File: config.mk
export PLATFORM = sky130hd
export DESIGN_NAME = fft_mag_wr
export DESIGN_NICKNAME = d
export VERILOG_FILES = /design/src/rtl/fft_mag_wr_pkg.sv /design/src/rtl/fft_mag_wr_mag.sv /design/src/rtl/fft_mag_wr.sv
export SDC_FILE = /design/constraint.sdc
export NUM_CORES = 1
export LEC_CHECK = 0
export ABC_AREA = 1
export CORE_ASPECT_RATIO = 2
export CORE_MARGIN = 3
export CORE_UTILIZATION = 57
export DETAILED_ROUTE_END_ITERATION = 10
export PLACE_DENSITY = 0.8
export REMOVE_ABC_BUFFERS = 1
export SLEW_MARGIN = 0
export SYNTH_ARGS = -nofsm -noshare
export SYNTH_HDL_FRONTEND = slang
export SYNTH_SLANG_ARGS = --single-unit
File: constraint.sdc
create_clock -name clk -period 3.07 [get_ports clk]
set_input_delay 0.307 -clock clk [delete_from_list [all_inputs] [get_ports clk]]
set_output_delay 0.307 -clock clk [all_outputs]
set_load 0.02 [all_outputs]
File: src/rtl/fft_mag_wr_pkg.sv
// Shared types and constants for the FFT magnitude writer: FSM encoding,
// default geometry and the shift amounts of the alpha-max/beta-min estimate.
package fft_mag_wr_pkg;
  typedef enum logic [2:0] {S_IDLE, S_ARM, S_CAP, S_FLUSH, S_DONE} state_t;

  localparam int FFT_LEN_DEF = 4096;
  localparam int DATA_W_DEF  = 16;
  localparam int ADDR_W_DEF  = 12;
  localparam int DC_BINS_DEF = 4;
  localparam int MAG_SH_A    = 2;
  localparam int MAG_SH_B    = 3;
endpackage

File: src/rtl/fft_mag_wr_mag.sv
// Magnitude estimate max + min/4 + min/8, saturated; 2-cycle pipeline
// carrying the bin address; no backpressure (one result per valid input).
module mag_approx
  import fft_mag_wr_pkg::*;
#(
  parameter int DATA_W = DATA_W_DEF,
  parameter int ADDR_W = ADDR_W_DEF
) (
  input  logic              clk,
  input  logic              rst,
  input  logic              i_vld,
  input  logic [DATA_W-1:0] i_re,
  input  logic [DATA_W-1:0] i_im,
  input  logic [ADDR_W-1:0] i_addr,
  output logic              o_vld,
  output logic [ADDR_W-1:0] o_addr,
  output logic [DATA_W-1:0] o_dat
);
  logic [DATA_W:0]   w_ext_re, w_ext_im, w_abs_re, w_abs_im;
  logic [DATA_W:0]   r_mx, r_mn;
  logic [ADDR_W-1:0] r_addr1;
  logic              r_vld1;
  logic [DATA_W+1:0] w_sum;
  logic [DATA_W-1:0] w_sat;

  // One extra bit so that the most negative input negates exactly.
  assign w_ext_re = {i_re[DATA_W-1], i_re};
  assign w_ext_im = {i_im[DATA_W-1], i_im};
  assign w_abs_re = w_ext_re[DATA_W] ? (~w_ext_re + 1'b1) : w_ext_re;
  assign w_abs_im = w_ext_im[DATA_W] ? (~w_ext_im + 1'b1) : w_ext_im;

  assign w_sum = {1'b0, r_mx} + {1'b0, r_mn >> MAG_SH_A} + {1'b0, r_mn >> MAG_SH_B};
  assign w_sat = (|w_sum[DATA_W+1:DATA_W]) ? {DATA_W{1'b1}} : w_sum[DATA_W-1:0];

  always_ff @(posedge clk) begin
    if (rst) begin
      r_vld1  <= 1'b0;
      r_mx    <= '0;
      r_mn    <= '0;
      r_addr1 <= '0;
      o_vld   <= 1'b0;
      o_addr  <= '0;
      o_dat   <= '0;
    end else begin
      r_vld1  <= i_vld;
      r_addr1 <= i_addr;
      r_mx    <= (w_abs_re > w_abs_im) ? w_abs_re : w_abs_im;
      r_mn    <= (w_abs_re > w_abs_im) ? w_abs_im : w_abs_re;
      o_vld   <= r_vld1;
      o_addr  <= r_addr1;
      o_dat   <= w_sat;
    end
  end
endmodule

File: src/rtl/fft_mag_wr.sv
// Captures one FFT frame on start and writes bins 0..FFT_LEN/2-1 of magnitude to RAM,
// 2-cycle write latency, no backpressure; FFT_MAG_DC_BLANK_EN zeroes the first DC_BINS bins.
module fft_mag_wr
  import fft_mag_wr_pkg::*;
#(
  parameter int FFT_LEN = FFT_LEN_DEF,
  parameter int DATA_W  = DATA_W_DEF,
  parameter int ADDR_W  = ADDR_W_DEF,
  parameter int DC_BINS = DC_BINS_DEF
) (
  input  logic              clk,
  input  logic              rst,
  input  logic              start,
  input  logic [DATA_W-1:0] fft_re,
  input  logic [DATA_W-1:0] fft_im,
  input  logic              fft_valid,
  input  logic              fft_last,
  output logic              wr_en,
  output logic [ADDR_W-1:0] wr_addr,
  output logic [DATA_W-1:0] wr_data,
  output logic              done,
  output logic              busy,
  output logic              frame_err
);
  localparam int CNT_W = $clog2(FFT_LEN);
  localparam logic [CNT_W-1:0] LAST_BIN = CNT_W'(FFT_LEN - 1);
  localparam logic [CNT_W-1:0] HALF_BIN = CNT_W'(FFT_LEN / 2);
  localparam logic [CNT_W-1:0] DC_LIM   = CNT_W'(DC_BINS);
`ifdef FFT_MAG_DC_BLANK_EN
  localparam bit BLANK_EN = 1'b1;
`else
  localparam bit BLANK_EN = 1'b0;
`endif

  state_t           r_state, w_state_nxt;
  logic [CNT_W-1:0] r_cnt, w_cnt_nxt, w_bin;
  logic             r_first, r_sync, r_err;
  logic             w_first_nxt, w_sync_nxt, w_err_nxt;
  logic             w_take, w_wr, w_blank;
  logic [DATA_W-1:0] w_re, w_im;

  // r_sync: a boundary was consumed by an errored beat, so the next beat is bin 0.
  always_comb begin
    w_state_nxt = r_state;
    w_cnt_nxt   = r_cnt;
    w_sync_nxt  = r_sync;
    w_err_nxt   = r_err;
    w_first_nxt = r_first & ~(fft_valid & fft_last);
    w_take      = 1'b0;
    w_bin       = r_cnt;
    case (r_state)
      S_IDLE: if (start) begin
        w_state_nxt = S_ARM;
        w_err_nxt   = 1'b0;
        w_sync_nxt  = 1'b0;
      end
      S_ARM: if (fft_valid) begin
        if (r_sync || (r_first && !fft_last)) begin
          w_take = 1'b1;
          w_bin  = '0;
        end else if (fft_last) begin
          w_state_nxt = S_CAP;
          w_cnt_nxt   = '0;
        end
      end
      S_CAP:   w_take = fft_valid;
      S_FLUSH: begin
        if (r_cnt == CNT_W'(1)) w_state_nxt = S_DONE;
        else                    w_cnt_nxt   = r_cnt + 1'b1;
      end
      S_DONE:  w_state_nxt = S_IDLE;
      default: w_state_nxt = S_IDLE;
    endcase

    if (w_take) begin
      if (w_bin == LAST_BIN && fft_last) begin
        w_state_nxt = S_FLUSH;
        w_cnt_nxt   = '0;
        w_sync_nxt  = 1'b0;
      end else if (w_bin == LAST_BIN || fft_last) begin
        w_state_nxt = S_ARM;
        w_err_nxt   = 1'b1;
        w_sync_nxt  = fft_last;
      end else begin
        w_state_nxt = S_CAP;
        w_cnt_nxt   = w_bin + 1'b1;
        w_sync_nxt  = 1'b0;
      end
    end
  end

  always_ff @(posedge clk) begin
    if (rst) begin
      r_state <= S_IDLE;
      r_cnt   <= '0;
      r_first <= 1'b1;
      r_sync  <= 1'b0;
      r_err   <= 1'b0;
    end else begin
      r_state <= w_state_nxt;
      r_cnt   <= w_cnt_nxt;
      r_first <= w_first_nxt;
      r_sync  <= w_sync_nxt;
      r_err   <= w_err_nxt;
    end
  end

  assign w_wr    = w_take && (w_bin < HALF_BIN);
  assign w_blank = BLANK_EN && (w_bin < DC_LIM);
  assign w_re    = w_blank ? '0 : fft_re;
  assign w_im    = w_blank ? '0 : fft_im;

  mag_approx #(.DATA_W(DATA_W), .ADDR_W(ADDR_W)) u_mag (
    .clk    (clk),
    .rst    (rst),
    .i_vld  (w_wr),
    .i_re   (w_re),
    .i_im   (w_im),
    .i_addr (ADDR_W'(w_bin)),
    .o_vld  (wr_en),
    .o_addr (wr_addr),
    .o_dat  (wr_data)
  );

  assign done      = (r_state == S_DONE);
  assign busy      = (r_state == S_ARM) || (r_state == S_CAP) || (r_state == S_FLUSH);
  assign frame_err = r_err;
endmodule

==> impl_metrics.py <==
metrics = {
    "setup_path": {
        "cp_slowest_cell": "clkdlybuf4s50_1",
        "cp_max_fo": 15,
        "r2r_slack_ns": 0.15,
        "worst_path_largest_cell_delay_ns": 0.42,
        "startpoint_type": "primary input",
        "end_kind": "register",
        "r2r_end": "u_mag.o_dat[11]",
        "cp_num_buf_inv": 6,
        "path_cells": "clkdlybuf4s50_1, buf_4, inv_1, nand4_1, nor2_2, nand2_1, nand3_1, nand2_1, ha_1, nand2_1, inv_1, nand3_2, nor2_4, nand4_1, nand3_2, nand2_4, inv_4, buf_12, nand2_1, a21oi_1",
        "arrival_ns": 3.22,
        "path_depth": 20,
        "worstSetupPathType": "in -> reg",
        "crit_required_ns": 3.34,
        "r2r_cells": 11,
        "crit_top_cell": "nand2_1",
        "path_delay_family": "simple AND/OR/NAND/NOR gates",
        "reg2reg_from": "u_mag.r_mn[4]",
    },
    "drt": {
        "wire_per_inst_um": 17.2,
        "first_pass_iters": 5,
        "drtIter0Drc": 346,
        "finalWirelength_um": 19900,
        "post-route-drc-count": 0,
        "viasPerCell": 5.61,
        "vias": 6483,
        "ant_nets": 0,
    },
    "timing": {
        "finalSetupViolCount": 0,
        "period_needed_ns": 2.96,
        "slew_headroom_pct": 46.4,
        "worst_slew_pin_slew_ns": 0.804,
        "maxSlewViolCount": 0,
        "holdWs_ns": 0.388,
        "tns_ns": 0,
        "min_period_over_period_pct": 96.3,
        "finClkSkew_ns": 0.00695,
        "hold_viol": 0,
        "max_freq_mhz": 338,
    },
    "grt": {
        "grt_max_degree": 42,
        "gr-total-overflow": 0,
        "grt_pass1_wl_um": 29000,
        "antenna_found_initial": 0,
        "grt_pass1_vias": 6632,
        "grtUsageTotal_pct": 32.1,
    },
    "clock_tree": {
        "clkLatencyLatePin_ns": 0.35,
        "cts_tree": "done",
        "cts_root_buffer": "clkbuf_16",
        "cts_hold_buf": 0,
        "h-tree-depth": 3,
        "cts.path.max_buffers": 2,
        "cts_made_buffers": 9,
        "cts.sinks": 92,
        "clk_pin_slew_ns": 0.07,
    },
    "die": {
        "core_area_um2": 10200,
        "die_area_um2": 11800,
        "die_h_um": 151,
        "fp.dieW_um": 78.4,
        "num_io_pins": 69,
        "rows": 52,
        "start_util_pct": 58.6,
    },
    "placement": {
        "dp_hpwl_um": 14900,
        "gp_congestion": 0.993,
        "io_buffers": 68,
        "dp_cells": 1136,
    },
    "finish": {
        "layout.nets": 1109,
        "antenna_cells": 0,
        "drive_above_1_share_pct": 18.2,
        "final_common_cell": "nand2_1",
        "areaGrowthSynthToFinish_pct": 34.6,
        "finish.utilization_pct": 78.8,
        "fin_cells": 1156,
        "most-common-layout-cells": "nand2_1, inv_1, buf_4",
    },
    "power_and_ir_drop": {
        "power.leakage_uw": 0.00400,
        "p_total_uw": 4600,
        "vdd_drop_max_uv": 380,
        "powerDensity_nw_per_um2": 572,
    },
    "yosys": {
        "yosysSeqAreaShare_pct": 30.8,
        "synth_seq_cells": 92,
        "synth.avg_cell_area_um2": 7.00,
        "netlist_instances": 855,
        "ys.warnings.count": 0,
        "synth_cell_types": 46,
        "synth_area_um2": 5980,
    },
    "hold_path": {
        "min_from": "fft_im[0]",
        "hold_path_class": "in -> reg",
        "hold_end": "u_mag.r_mx[0]",
        "min_path_cells": 4,
    },
    "run_status": {
        "status": "finished clean",
    },
    "flow_run": {
        "cap_violations": 0,
    },
}
## metal layers
metal,part of all wire (%),up-vias,track usage [%]
met4,8.7,0,26.7
met1,30,2969,23.2
met3,3.8,121,3.75
met2,58,324,68.3
li1,-,3069,-
met5,0,-,0
## through the flow
step | setup WS [ns] | cell area (µm²)
after floorplan | -0.412 | 5880
after CTS | 0.00126 | 7840
after global placement | -0.352 | 7500
after detailed placement | -0.579 | 7500
final | 0.112 | 8050
after global routing | -0.121 | 8050
## final cells by class
type,count,area (µm²)
flip-flops and latches,92,1840
inverters,133,507
clock inverters,5,67.6
well taps,135,169
clock buffers,11,253
multi-input cells,610,3670
fillers,747,2160
repair buffers,170,1540
## Yosys cell counts (all sizes together)
master	count	share of area, %
nor3	22	1.8
o21a	3	0.38
xor2	32	4.7
dfxtp	92	31
xnor2	4	0.59
o32ai	1	0.15
a221oi	1	0.15
a211oi	1	0.21
inv	133	8.4
nor4	1	0.10
a31oi	3	0.31
a21boi	3	0.44
fa	15	5.0
conb	2	0.13
ha	41	8.6
nor3b	1	0.13
o22ai	1	0.10
a21o	2	0.25
or2	6	0.63
nand4	18	1.9
nor2	110	7.2
o211ai	1	0.13
nand3	51	4.6
clkbuf	10	0.63
o21ai	45	3.8
buf	12	1.2
o31ai	5	0.63
nand2	165	11
a32oi	1	0.15
a21oi	73	6.5
## how the worst max path moves through the flow
stage | start | end | slack (ns)
floorplan | fft_im[0] | u_mag.r_mn[13] | -0.41
global placement | fft_im[0] | u_mag.r_mx[13] | -0.35
detailed placement | fft_re[0] | u_mag.r_mn[15] | -0.58
CTS | fft_re[0] | u_mag.r_mn[15] | 0.001
global route | fft_re[7] | u_mag.r_mn[14] | -0.12
finish | fft_re[6] | u_mag.r_mx[10] | 0.11
## cell families (layout without fill, tap and decap cells)
family,Yosys count,count (layout),synth area share (%)
AOI/OAI and AO/OA,140,140,13.2
xor gates and xnor gates,36,36,5.27
adders and majority gates,56,56,13.6
buffers and inverters,155,319,10.2
DFF,92,92,30.8
other,2,4,0.126
and+or+nand+nor,374,374,26.8
## what timing repair did
item / 4_1_cts / 5_1_grt
cloned: 0 / 2
gates resized for setup: 12 / 54
buffers inserted: 0 / 2
pin swaps: 4 / 15
endpoints found under the setup margin: 30 / 60
## state kept, by name, indices dropped and copies added, names as in the netlist
signal and cells:
r_cnt 12, r_first 1, u_mag.o_addr 12, u_mag.r_vld1 1, u_mag.r_mx 17, r_state 3
r_sync 1, u_mag.r_addr1 12, u_mag.o_vld 1, u_mag.o_dat 16, frame_err 1, u_mag.r_mn 15
## where the power goes
part / total [µW] / switching (µW) / leakage, µW / internal (µW)
clock: 1190 / 505 / 0.000158 / 688
sequential: 1480 / 116 / 0.000757 / 1360
combinational: 1930 / 1150 / 0.00308 / 790
## tightest hold or removal path, cell delays in order
cell and delay [ns]:
dlymetal6s2s_1 0.12, buf_4 0.14, nor2_1 0.04, nor2_1 0.08
Power figures use the tool's default switching activity.
